## config.mk

```make
export PLATFORM = sky130hd
export DESIGN_NAME = sync_frame_tx
export DESIGN_NICKNAME = d
export VERILOG_FILES = /design/src/rtl/sync_frame_tx.sv
export SDC_FILE = /design/constraint.sdc
export NUM_CORES = 1
export LEC_CHECK = 0
export ABC_AREA = 1
export CORE_MARGIN = 10
export CORE_UTILIZATION = 45
export CTS_BUF_LIST = sky130_fd_sc_hd__clkbuf_8
export DETAILED_ROUTE_END_ITERATION = 8
export GPL_ROUTABILITY_DRIVEN = 0
export PLACE_DENSITY = 0.67
export SLEW_MARGIN = 20
export SYNTH_ARGS = -nofsm -noshare
export SYNTH_HDL_FRONTEND = slang
export SYNTH_SLANG_ARGS = --single-unit
```

## constraint.sdc

```tcl
create_clock -name clk -period 1.7 [get_ports clk]
set_input_delay 0.51 -clock clk [delete_from_list [all_inputs] [get_ports clk]]
set_output_delay 0.51 -clock clk [all_outputs]
set_load 0.005 [all_outputs]
```

## src/rtl/sync_frame_tx.sv

```systemverilog
// Serial frame transmitter: sync pattern, then payload MSB-first, then an idle gap.
// A payload word is accepted through load/ready. x, done and the FSM state are
// flops, so the outputs have no combinational path from the inputs.
module sync_frame_tx #(
    parameter int                SYNC_W     = 5,
    parameter logic [SYNC_W-1:0] SYNC       = 5'b10011,
    parameter int                DATA_W     = 8,
    parameter int                GAP_CYCLES = 2
) (
    input  logic              clk,
    input  logic              rst,
    input  logic [DATA_W-1:0] data_in,
    input  logic              load,
    output logic              ready,
    output logic              x,
    output logic              busy,
    output logic              done
);

    localparam int CNT_MAX = (SYNC_W > DATA_W)
                           ? ((SYNC_W > GAP_CYCLES) ? SYNC_W : GAP_CYCLES)
                           : ((DATA_W > GAP_CYCLES) ? DATA_W : GAP_CYCLES);
    localparam int CNT_W   = $clog2(CNT_MAX + 1);

    // Reload values: the counter holds the number of bits still to follow
    // the one currently on x, so terminal count 0 means "last cycle here".
    localparam logic [CNT_W-1:0] SYNC_LD = CNT_W'(SYNC_W - 1);
    localparam logic [CNT_W-1:0] DATA_LD = CNT_W'(DATA_W - 1);
    localparam logic [CNT_W-1:0] GAP_LD  = CNT_W'((GAP_CYCLES > 0) ? GAP_CYCLES - 1 : 0);

    typedef enum logic [1:0] {
        ST_IDLE,
        ST_SYNC,
        ST_DATA,
        ST_GAP
    } state_t;

    state_t              state_q, state_d;
    logic [CNT_W-1:0]    cnt_q, cnt_d;
    logic [DATA_W-1:0]   dsh_q, dsh_d;
    logic [SYNC_W-1:0]   ssh_q, ssh_d;
    logic                x_q, x_d;
    logic                done_q, done_d;

    // Next-state, next-bit and shift-register updates for the frame sequencer.
    always_comb begin
        state_d = state_q;
        cnt_d   = cnt_q;
        dsh_d   = dsh_q;
        ssh_d   = ssh_q;
        x_d     = 1'b0;
        done_d  = 1'b0;
        case (state_q)
            ST_IDLE: begin
                if (load) begin
                    dsh_d   = data_in;
                    // Sync MSB goes straight to x; the shifter holds the rest.
                    ssh_d   = SYNC << 1;
                    x_d     = SYNC[SYNC_W-1];
                    cnt_d   = SYNC_LD;
                    state_d = ST_SYNC;
                end
            end
            ST_SYNC: begin
                if (cnt_q == '0) begin
                    x_d     = dsh_q[DATA_W-1];
                    dsh_d   = dsh_q << 1;
                    cnt_d   = DATA_LD;
                    done_d  = (DATA_W == 1);
                    state_d = ST_DATA;
                end else begin
                    x_d   = ssh_q[SYNC_W-1];
                    ssh_d = ssh_q << 1;
                    cnt_d = cnt_q - 1'b1;
                end
            end
            ST_DATA: begin
                if (cnt_q == '0) begin
                    if (GAP_CYCLES > 0) begin
                        cnt_d   = GAP_LD;
                        state_d = ST_GAP;
                    end else begin
                        cnt_d   = '0;
                        state_d = ST_IDLE;
                    end
                end else begin
                    x_d    = dsh_q[DATA_W-1];
                    dsh_d  = dsh_q << 1;
                    cnt_d  = cnt_q - 1'b1;
                    // done rides with the last payload bit, which lands at count 0.
                    done_d = (cnt_q == CNT_W'(1));
                end
            end
            ST_GAP: begin
                if (cnt_q == '0) begin
                    state_d = ST_IDLE;
                end else begin
                    cnt_d = cnt_q - 1'b1;
                end
            end
            default: begin
                cnt_d   = '0;
                state_d = ST_IDLE;
            end
        endcase
    end

    // State, counter, shifters and output flops; reset aborts any frame at once.
    always_ff @(posedge clk or negedge rst) begin
        if (!rst) begin
            state_q <= ST_IDLE;
            cnt_q   <= '0;
            dsh_q   <= '0;
            ssh_q   <= '0;
            x_q     <= 1'b0;
            done_q  <= 1'b0;
        end else begin
            state_q <= state_d;
            cnt_q   <= cnt_d;
            dsh_q   <= dsh_d;
            ssh_q   <= ssh_d;
            x_q     <= x_d;
            done_q  <= done_d;
        end
    end

    assign ready = (state_q == ST_IDLE);
    assign busy  = ~ready;
    assign x     = x_q;
    assign done  = done_q;

endmodule

```

Word-level counts from Yosys, hierarchy flattened
Index checks and enable logic that the tools add are counted.
W data, S select, Z words.
- add/subtract/negate cells: 1
- mux-type cells: 23
- eq/ne operators: 11
- reduce and logical (&&, ||, !) cells: 8
- bitwise logic cells: 1
- operators by type and width (kind ; number):
    $mux W8 ; 3
    $pmux W8 S3 ; 1
    $mux W4 ; 4
    $pmux W4 S4 ; 1
    $ne A2 B2 Y1 const B ; 7
    $mux W5 ; 2
    $pmux W5 S2 ; 1
    $mux W2 ; 4
    $pmux W2 S4 ; 1
    $reduce_and A4 Y1 ; 2
    $mux W1 ; 5
    $eq A2 B2 Y1 const B ; 2
    $eq A4 B1 Y1 const B ; 1
    $logic_not A4 Y1 ; 1
    $sub A4 B1 Y4 const B ; 1
    $pmux W1 S3 ; 1
    $reduce_and A3 Y1 ; 1
    $reduce_bool A3 Y1 ; 1
    $eq A2 B1 Y1 const B ; 1
    $logic_not A2 Y1 ; 1
    $reduce_and A2 Y1 ; 1
    $reduce_bool A2 Y1 ; 1
    $not A1 Y1 ; 1
- bits in registers: 21
- input port bits: 11
- output and inout bits: 4

Longest topological paths before layout
- word-level depth: 3
- mapped depth: 9

Worst setup path after synthesis
OpenSTA, ideal clock, no wires.
- path type: flip-flop to flip-flop
- start: reg state_q[0]
- end: reg dsh_q[7]
- path slack: 0.144 ns
- arrival: 1.440 ns
- data required time: 1.584 ns
- cell stages (with the launch flop): 7
- path through: dfrtp_1 > inv_1 > ha_1 > buf_1 > mux2_2 > nand2_1 > nand2_1
- cells in the longest elaborated chain, start to end: 3
- elaborated cells between the ends (all ways): 9
- ends and longest elaborated chain (element ; line ; source):
    from (decl) ; 38 ; state_t state_q, state_d;
    from (signal assigned) ; 118 ; state_q <= state_d;
    $eq A2 B2 Y1 (tied with other cells) ; 53 ; case (state_q)
    $ne A2 B2 Y1 (no source line) or $reduce_bool A3 Y1 (tied branches) ; - ;
    $reduce_and A4 Y1 (no source line) ; - ;
    to (signal assigned) ; 120 ; dsh_q <= dsh_d;
    to (decl) ; 40 ; logic [DATA_W-1:0] dsh_q, dsh_d;
Several ways; a longest one is shown, not always the timed one.
A chain may end at the register's enable or synchronous reset.

Final worst setup path
- start: reg state_q[0]
- end: out ready
- cells in the longest elaborated chain, start to end: 1
- ends and longest elaborated chain (element ; line ; source):
    $logic_not A2 Y1 ; 127 ; assign ready = (state_q == ST_IDLE);
    to (decl) ; 14 ; output logic ready,
No other way between the ends.

==> run summary <==
Post-route DRC violation count = 0
Number of filler cells placed in the layout = 228
Clock latency at the later pin of the worst-skew pair = 260 ps
Core ar. = 0.00250 mm^2
Total grt overflow = 0
Class of the tightest hold or removal check = flop to flop
Via Count = 935
Pin count of the biggest net entering global routing = 21
Total power consumption of the routed design = 3.34 mW
Via count of the first global-routing pass = 1010
Sequential fraction of the synthesis area = 42.4%
Number of instances in the synthesized netlist = 134
Max-slew headroom = 71.7%
Library cell used as clock root buffer = clkbuf_8
Post-detailed-routing wire length = 2.28 mm
Class of the most critical setup path = flop to output pin
Net count of the mapped netlist = 151
Synth unique cells = 24
Starting density of the core = 47.2%
CP endpoint kind = output pin
Mean post-synth cell area = 8.81 um^2
H-tree depth = 1
Post-CTS clock slew at the launch and capture registers of the worst setup and hold paths = 80 ps
CTS tree = yes
DRT Pass-1 Iters = 4
All-Layer GR Usage = 9.55%
Data arrival time of the worst path = 1130 ps
Post-route minimum period = 1640 ps
Number of antenna violations at the first check in global routing = 0
Commonest non-fill, non-tap cell in the layout = nand2_1
Number of buffers added by the clock tree synthesis step = 3
Max-cap violations = 0
Hold Vio Cnt, Final = 0
RSZ-0062 raised after global routing = false
Worst hold slack after final layout = 471 ps
Combined area of the multi-input logic cells = 629 um^2
Routed WL per cell = 12.1 um
Diode count = 0
Final setup violating endpoints = 0
Die Y = 71.2 um
Final slew viol count = 0
Number of violations reported at the end of detailed-routing iteration 0 = 37
Routed vias/inst = 4.95
Startpoint class of the critical path = flop
Antenna Nets Post-Route = 0
Nets = 177
First-pass GRT wire length = 4.15 mm
Relative area change from synthesis to final layout = 27.0%
Die area = 0.00507 mm^2
Commonest cells after routing, fill and taps aside = nand2_1 (44), dfrtp_1 (20), clkdlybuf4s50_1 (12)
Final cycle utilization of the critical path = 96.6%
Placement Rows = 18
Clk buf depth = 2
Half-perimeter wire length after detailed placement = 1.80 mm
I/O Buffers = 14
Area taken by flip-flops and latches = 500 um^2
Slew of the pin with the lowest slew margin = 420 ps
Layout cell share with drive strength beyond 1 = 26.4%
Netlist area before placement = 0.00118 mm^2
Peak fanout along the critical path = 3
Number of warning messages in the yosys log = 0
Largest voltage drop on the vdd net = 1.02 mV
Number of top-level pins = 15
Die Span X = 71.2 um
Power per cell area = 2230 mW/mm^2
Critical Path RT = 1190 ps
Clock sink count = 20
Setup skew after layout = 6.86 ps
Result of the run = finished clean
Reported leakage power = 0.742 nW
Setup TNS = 0 ps
Max Freq = 609 MHz
Number of register bits inferred by synthesis = 20
-- cell type report --
type | instances | share of cell area [%]
inverter | 13 | 3.59
sequential | 20 | 33.4
timing repair buffer | 23 | 13.8
clock inverter | 1 | 2.00
multi-input combinational | 99 | 42.0
clock buffer | 3 | 2.75
tap | 30 | 2.50
-- final timing paths --
path / to / slack [ps] / cells past startpoint / startpoint
max in group asynchronous: dsh_q[5]$_DFFE_PN0P_ / 890 / 2 / rst
setup reg to reg: state_q[0]$_DFFE_PN0P_ / 130 / 7 / state_q[1]$_DFFE_PN0P_
hold reg to reg: dsh_q[6]$_DFFE_PN0P_ / 470 / 2 / dsh_q[6]$_DFFE_PN0P_
setup / recovery: ready / 60 / 3 / state_q[0]$_DFFE_PN0P_
hold / removal: dsh_q[6]$_DFFE_PN0P_ / 470 / 2 / dsh_q[6]$_DFFE_PN0P_
min in group asynchronous: cnt_q[2]$_DFFE_PN0P_ / 590 / 2 / rst
-- synthesized netlist by cell type --
cell type | n | area (um^2)
inv_1 | 8 | 30.0
o211ai_4 | 1 | 21.3
o21ai_2 | 1 | 8.76
or2_4 | 1 | 8.76
nand2_4 | 2 | 22.5
nand2_2 | 5 | 31.3
dfrtp_1 | 20 | 500
nand2_8 | 2 | 40.0
nor2_4 | 2 | 22.5
a21oi_1 | 2 | 10.0
ha_1 | 6 | 75.1
buf_1 | 1 | 3.75
mux2_2 | 7 | 78.8
nand2_1 | 44 | 165
buf_2 | 1 | 5.00
o211ai_1 | 1 | 7.51
nor2_1 | 6 | 22.5
xor2_1 | 1 | 8.76
inv_2 | 4 | 15.0
xnor2_1 | 1 | 8.76
o21ai_0 | 1 | 5.00
nand3_1 | 10 | 50.1
inv_6 | 1 | 8.76
o21ai_1 | 6 | 30.0
-- power breakdown --
| part | leakage (nW) | switching (mW) | internal, mW |
|---|---|---|---|
| clock network | 0.0357 | 0.159 | 0.314 |
| registers | 0.253 | 0.136 | 0.694 |
| logic | 0.453 | 1.11 | 0.925 |
-- repair_timing --
item                       CTS  global route
gates cloned                 0             0
buffers inserted             1             2
pin swaps                    1             1
setup endpoints to repair    2             1
gates resized for setup      6             1
hold buffers                 0             0
-- flip-flops by register name, indices dropped and copies added (netlist names) --
register	cells
done	1
x	1
state_q	2
dsh_q	8
cnt_q	4
ssh_q	4
-- logic make-up (layout without fill, tap and decap cells) --
group | Yosys count | in the layout | synth area share [%]
flops | 20 | 20 | 42.4
simple gates | 72 | 72 | 30.8
buf+inv | 15 | 40 | 5.30
compound gates | 12 | 12 | 7.00
mux | 7 | 7 | 6.68
fa+ha+maj | 6 | 6 | 6.36
xor+xnor | 2 | 2 | 1.48
-- routing by layer --
metal | global-route usage, % | vias up | part of all wire, %
li1 | - | 473 | -
met1 | 10.5 | 442 | 48
met4 | 4.52 | 0 | 1.3
met2 | 16.5 | 18 | 47
met3 | 2.65 | 2 | 3.9
met5 | 0 | - | 0
-- stage by stage --
step	utilization [%]	area [um^2]	worst slack [ps]	std cells
2_1_floorplan	-	1180	144	134
3_3_place_gp	55.8	1390	19.1	182
3_5_place_dp	55.8	1390	-32.4	182
4_1_cts	59.3	1480	0.809	187
5_1_grt	60.0	1500	10.8	189
6_report	60.0	1500	58.1	189
-- worst max-delay path, stage by stage (launching register included) --
cell and delay (ps):
dfrtp_1 400, inv_2 90, ha_4 140, dlygate4sd2_1 240
No activity file was read; power rests on OpenSTA's default activity.
==> RTL edit 1, RTL diff (config.mk and constraints unchanged) <==
`DATA_W`: 8 -> 4.
--- a/src/rtl/sync_frame_tx.sv
+++ b/src/rtl/sync_frame_tx.sv
@@ -5,5 +5,5 @@
     parameter int                SYNC_W     = 5,
     parameter logic [SYNC_W-1:0] SYNC       = 5'b10011,
-    parameter int                DATA_W     = 8,
+    parameter int                DATA_W     = 4,
     parameter int                GAP_CYCLES = 2
 ) (
Ports: changed (resized data_in); port bits go from 15 to 11. No check against the original RTL was run, so the function may have changed too.
==> RTL edit 1 against the unedited design <==
- area after synthesis fell by 26%
- clock skew shrank 0.0027 ns
- setup slack improved by 0.030 ns
- power is 35% lower
- utilization grew 2.2 points
- first-iteration DRC count decreased by 51%
- design area decreased by 26%
- routed wire length is 25% lower
- via count down 19%
- sequential cell count fell by 5
==> RTL edit 1: results (changes against the unedited design) <==
Pleak: 0.571 nW (-23%)
post-DP HPWL: 1350 µm (-25%)
hold path start: cnt_q[1]$_DFFE_PN0P_
Starting DRT DRC Count: 18 (-51%)
post-synthesis sequential area ratio: 42.7% (+0.32 points)
status: finished, final reports clean
first-pass GRT wire length: 3240 µm (-22%)
RR Startpoint: cnt_q[0]$_DFFE_PN0P_
Hold Path End: cnt_q[1]$_DFFE_PN0P_
Worst Setup Slack post-DPL: -0.0212 ns (+0.0112 ns)
area of the multi-input gates: 449 µm² (-29%)
Netlist cell types: 14 (-42%)
Reg-to-Reg End: cnt_q[0]$_DFFE_PN0P_
number of non-clock inverters: 17 (+4)
xor/xnor cell area share of the yosys netlist: 0.997% (-0.49 points)
multiplexer area fraction after synthesis: 0% (-6.7 points)
met2 Usage GRT: 14.4% (-2.0 points)
Via Count: 753 (-19%)
syn_nets: 130 (-14%)
combinational gate power: 1.28 mW (-37%)
final setup skew: 0.00413 ns (-0.00273 ns)
cells after synthesis: 115 (-14%)
post_cts resized: 3 (-3)
post-synthesis adder-cell area fraction: 11.4% (+5.0 points)
# port buffers: 10 (-4)
Signal buffers: 16 (-30%)
fin nets: 150 (-15%)
worst vdd ir: 1.01 mV (-0.42%)
Worst-path clk slew: 0.06 ns (-0.02 ns)
reg2reg path depth: 9 (+2)
Placed Cells: 155 (-15%)
most common library cells after synthesis: nand2_1 (36), inv_1 (17), dfrtp_1 (15), o21ai_0 (15)
register area: 375 µm² (-25%)
Data buffer area share: 13.0% (-0.79 points)
Synth area leaders: dfrtp_1 (43%), nand2_1 (15%), ha_1 (11%)
Finished Layout Cells: 159 (-16%)
worst reg-to-reg setup slack: 0.19 ns (+0.06 ns)
met3 global-route usage: 3.14% (+0.49 points)
Worst slew margin: 82.5% (+11 points)
count of multi-input combinational gates: 82 (-17%)
crit path time final: 1.61 ns (-0.0302 ns)
placed cell areas: 1050 µm² (-25%)
worst skew pair latency: 0.24 ns (-0.02 ns)
M1 wire length: 887 µm (-19%)
Routed met3 length: 83 µm (-6.7%)
seq_cells: 15 (-25%)
met1 GRT Util: 11.6% (+1.1 points)
vias in the first global route: 755 (-25%)
# fillers: 163 (-29%)
Setup Buffers After CTS: 0 (-1)
Regs by FF count: dsh_q (4), ssh_q (4), cnt_q (3)
largest net degree at the start of global routing: 16 (-24%)
## RTL edit 1: per-stage QoR
step	utilization, %	TNS, ns	hold WS (ns)
after CTS	61.4	-0.0422	0.491
final	62.2	0	0.488
after floorplan	-	0	0.214
after detailed placement	58.9	-0.0212	0.476
after global placement	58.9	0	0.470
after global routing	62.2	0	0.516
## RTL edit 1: worst max path at each step
stage	to	depth (start not counted)	startpoint
after global placement	busy	4	state_q[0]$_DFFE_PN0P_
after floorplan	cnt_q[2]$_DFFE_PN0P_	9	cnt_q[0]$_DFFE_PN0P_
after detailed placement	busy	4	state_q[0]$_DFFE_PN0P_
after global routing	ready	3	state_q[1]$_DFFE_PN0P_
after CTS	busy	4	state_q[0]$_DFFE_PN0P_
final	busy	4	state_q[1]$_DFFE_PN0P_
## RTL edit 1: critical path, stage by stage (launching register included)
cell and delay, ns:
dfrtp_1 0.39, inv_2 0.08, ha_4 0.14, inv_1 0.05, clkdlybuf4s15_1 0.20
==> RTL edit 2, RTL diff (same flow settings) <==
Made on the original files. Make the reset (`rst`) synchronous in one clocked block.
--- a/src/rtl/sync_frame_tx.sv
+++ b/src/rtl/sync_frame_tx.sv
@@ -107,5 +107,5 @@
 
     // State, counter, shifters and output flops; reset aborts any frame at once.
-    always_ff @(posedge clk or negedge rst) begin
+    always_ff @(posedge clk) begin
         if (!rst) begin
             state_q <= ST_IDLE;
Formal check against the unedited RTL: differs if rst is asserted again (counterexample within 4 cycles, from zero or initial values and one cycle with rst low); with rst held inactive, the same outputs for 10 cycles.
==> RTL edit 2 against the unedited design <==
- combinational power down 14%
- count of clock-buffer cells in the layout unchanged
- critical path depth up 1
- area after synthesis down 3.8%
- hold slack improved by 0.0061 ns
- fmax down 0.75%
- design area decreased by 3.6%
- setup slack worse by 0.012 ns
- cell count rose by 13%
- sequential cell count did not move
- die area fell by 2.7%
- power decreased by 12%
- routed wire length is 8.1% higher
==> RTL edit 2: results (changes against the unedited design) <==
status: finished, final reports clean
critical path's slowest cell: dfxtp_2
M1 wire length: 1160 µm (+6.9%)
syn_nets: 177 (+17%)
Critical Path Start: state_q[1]$_SDFFE_PN0P_
multiplexer area fraction after synthesis: 6.17% (-0.51 points)
most common library cells after synthesis: nand2_1 (37), nor2_1 (25), dfxtp_1 (20), nand3_1 (20), inv_1 (16)
hold path start: ssh_q[1]$_SDFFE_PN0P_
Synth area leaders: dfxtp_1 (35%), nand2_1 (12%), nand3_1 (8.8%)
final hold slack: 0.477 ns (+0.00614 ns)
reg2reg path depth: 10 (+3)
post-synthesis adder-cell area fraction: 6.62% (+0.25 points)
cells after synthesis: 160 (+19%)
Post-synth top flop: dfxtp_1
Setup Buffers After CTS: 0 (-1)
register with the most flip-flops: dsh_q
CP peak stage delay: 0.33 ns (-0.07 ns)
worst skew pair latency: 0.25 ns
total length of routed wires: 2460 µm (+8.1%)
crit-path max FO: 4 (+1)
Pleak: 0.678 nW (-8.7%)
worst-margin pin slew: 0.386 ns (-0.0345 ns)
xor/xnor cell area share of the yosys netlist: 0.772% (-0.71 points)
Starting DRT DRC Count: 38 (+2.7%)
Netlist cell types: 21 (-13%)
asr flop ratio synth: 0% (-100 points)
worst vdd ir: 1.25 mV (+23%)
final setup skew: 0.00141 ns (-0.00545 ns)
post-synthesis sequential area ratio: 35.3% (-7.1 points)
Worst Setup Slack post-DPL: -0.0377 ns (-0.00527 ns)
Finished Layout Cells: 214 (+13%)
placed cell areas: 1360 µm² (-2.7%)
gr usage total: 9.99% (+0.44 points)
Placed Cells: 210 (+15%)
largest net degree at the start of global routing: 13 (-38%)
Hold Path End: ssh_q[1]$_SDFFE_PN0P_
WL met2: 1200 µm (+12%)
DR pass1 iterations: 4 (unchanged)
share of layout cells above drive strength 1: 16.3% (-10 points)
first-pass GRT wire length: 4440 µm (+7.2%)
fin nets: 202 (+14%)
Via Count: 1055 (+13%)
worst reg-to-reg setup slack: 0.11 ns (-0.02 ns)
Synth Area in Compound Gates: 7.28% (+0.28 points)
post-DP HPWL: 1960 µm (+8.8%)
-- RTL edit 2: timing repair --
action | CTS | global route
resized for setup | 6 | 3
setup endpoints to repair | 2 | 10
pin swaps | 0 | 0
hold buffers | 0 | 0
-- RTL edit 2: power breakdown --
group | internal, mW | total, mW | switching, mW
clock | 0.314 | 0.479 | 0.165
combinational | 0.765 | 1.76 | 0.995
sequential | 0.621 | 0.712 | 0.0916
-- RTL edit 2: how the worst max path moves through the flow --
stage               depth (start not counted)                    end  slack, ns
floorplan                                   9  dsh_q[1]$_SDFFE_PN0P_       0.24
global placement                            4                   busy      -0.01
detailed placement                          4                   busy      -0.04
CTS                                         4                   busy       0.03
global route                                4                   busy     0.0008
finish                                      4                   busy       0.05
-- RTL edit 2: cells by family after synthesis --
group                      Yosys count
and+or+nand+nor                     90
buffers and inverters               21
DFF                                 20
AOI/OAI and AO/OA                   15
muxes                                7
adders and majority gates            6
xor gates and xnor gates             1
-- RTL edit 2: metal layers --
metal / global-route usage [%] / vias to the layer above
met1: 12.1 / 480
met4: 1.54 / 0
met3: 2.26 / 2
met5: 0 / -
met2: 17.6 / 15
li1: - / 558
-- RTL edit 2: layout make-up --
class / instances / area, µm²
Clock buffer: 3 / 41.3
Clock inverter: 1 / 30.0
Fill cell: 229 / 987
Inverter: 17 / 63.8
Multi-Input combinational cell: 119 / 657
Sequential cell: 20 / 403
Tap cell: 30 / 37.5
Timing Repair Buffer: 24 / 213
-- RTL edit 2: worst max-delay path: cells and delay by family (launching register included) --
| kind | cells | cell delay, ns |
|---|---|---|
| adder cells (fa/ha/maj) | 1 | 0.16 |
| flip-flops | 1 | 0.33 |
| buffers and inverters | 3 | 0.40 |
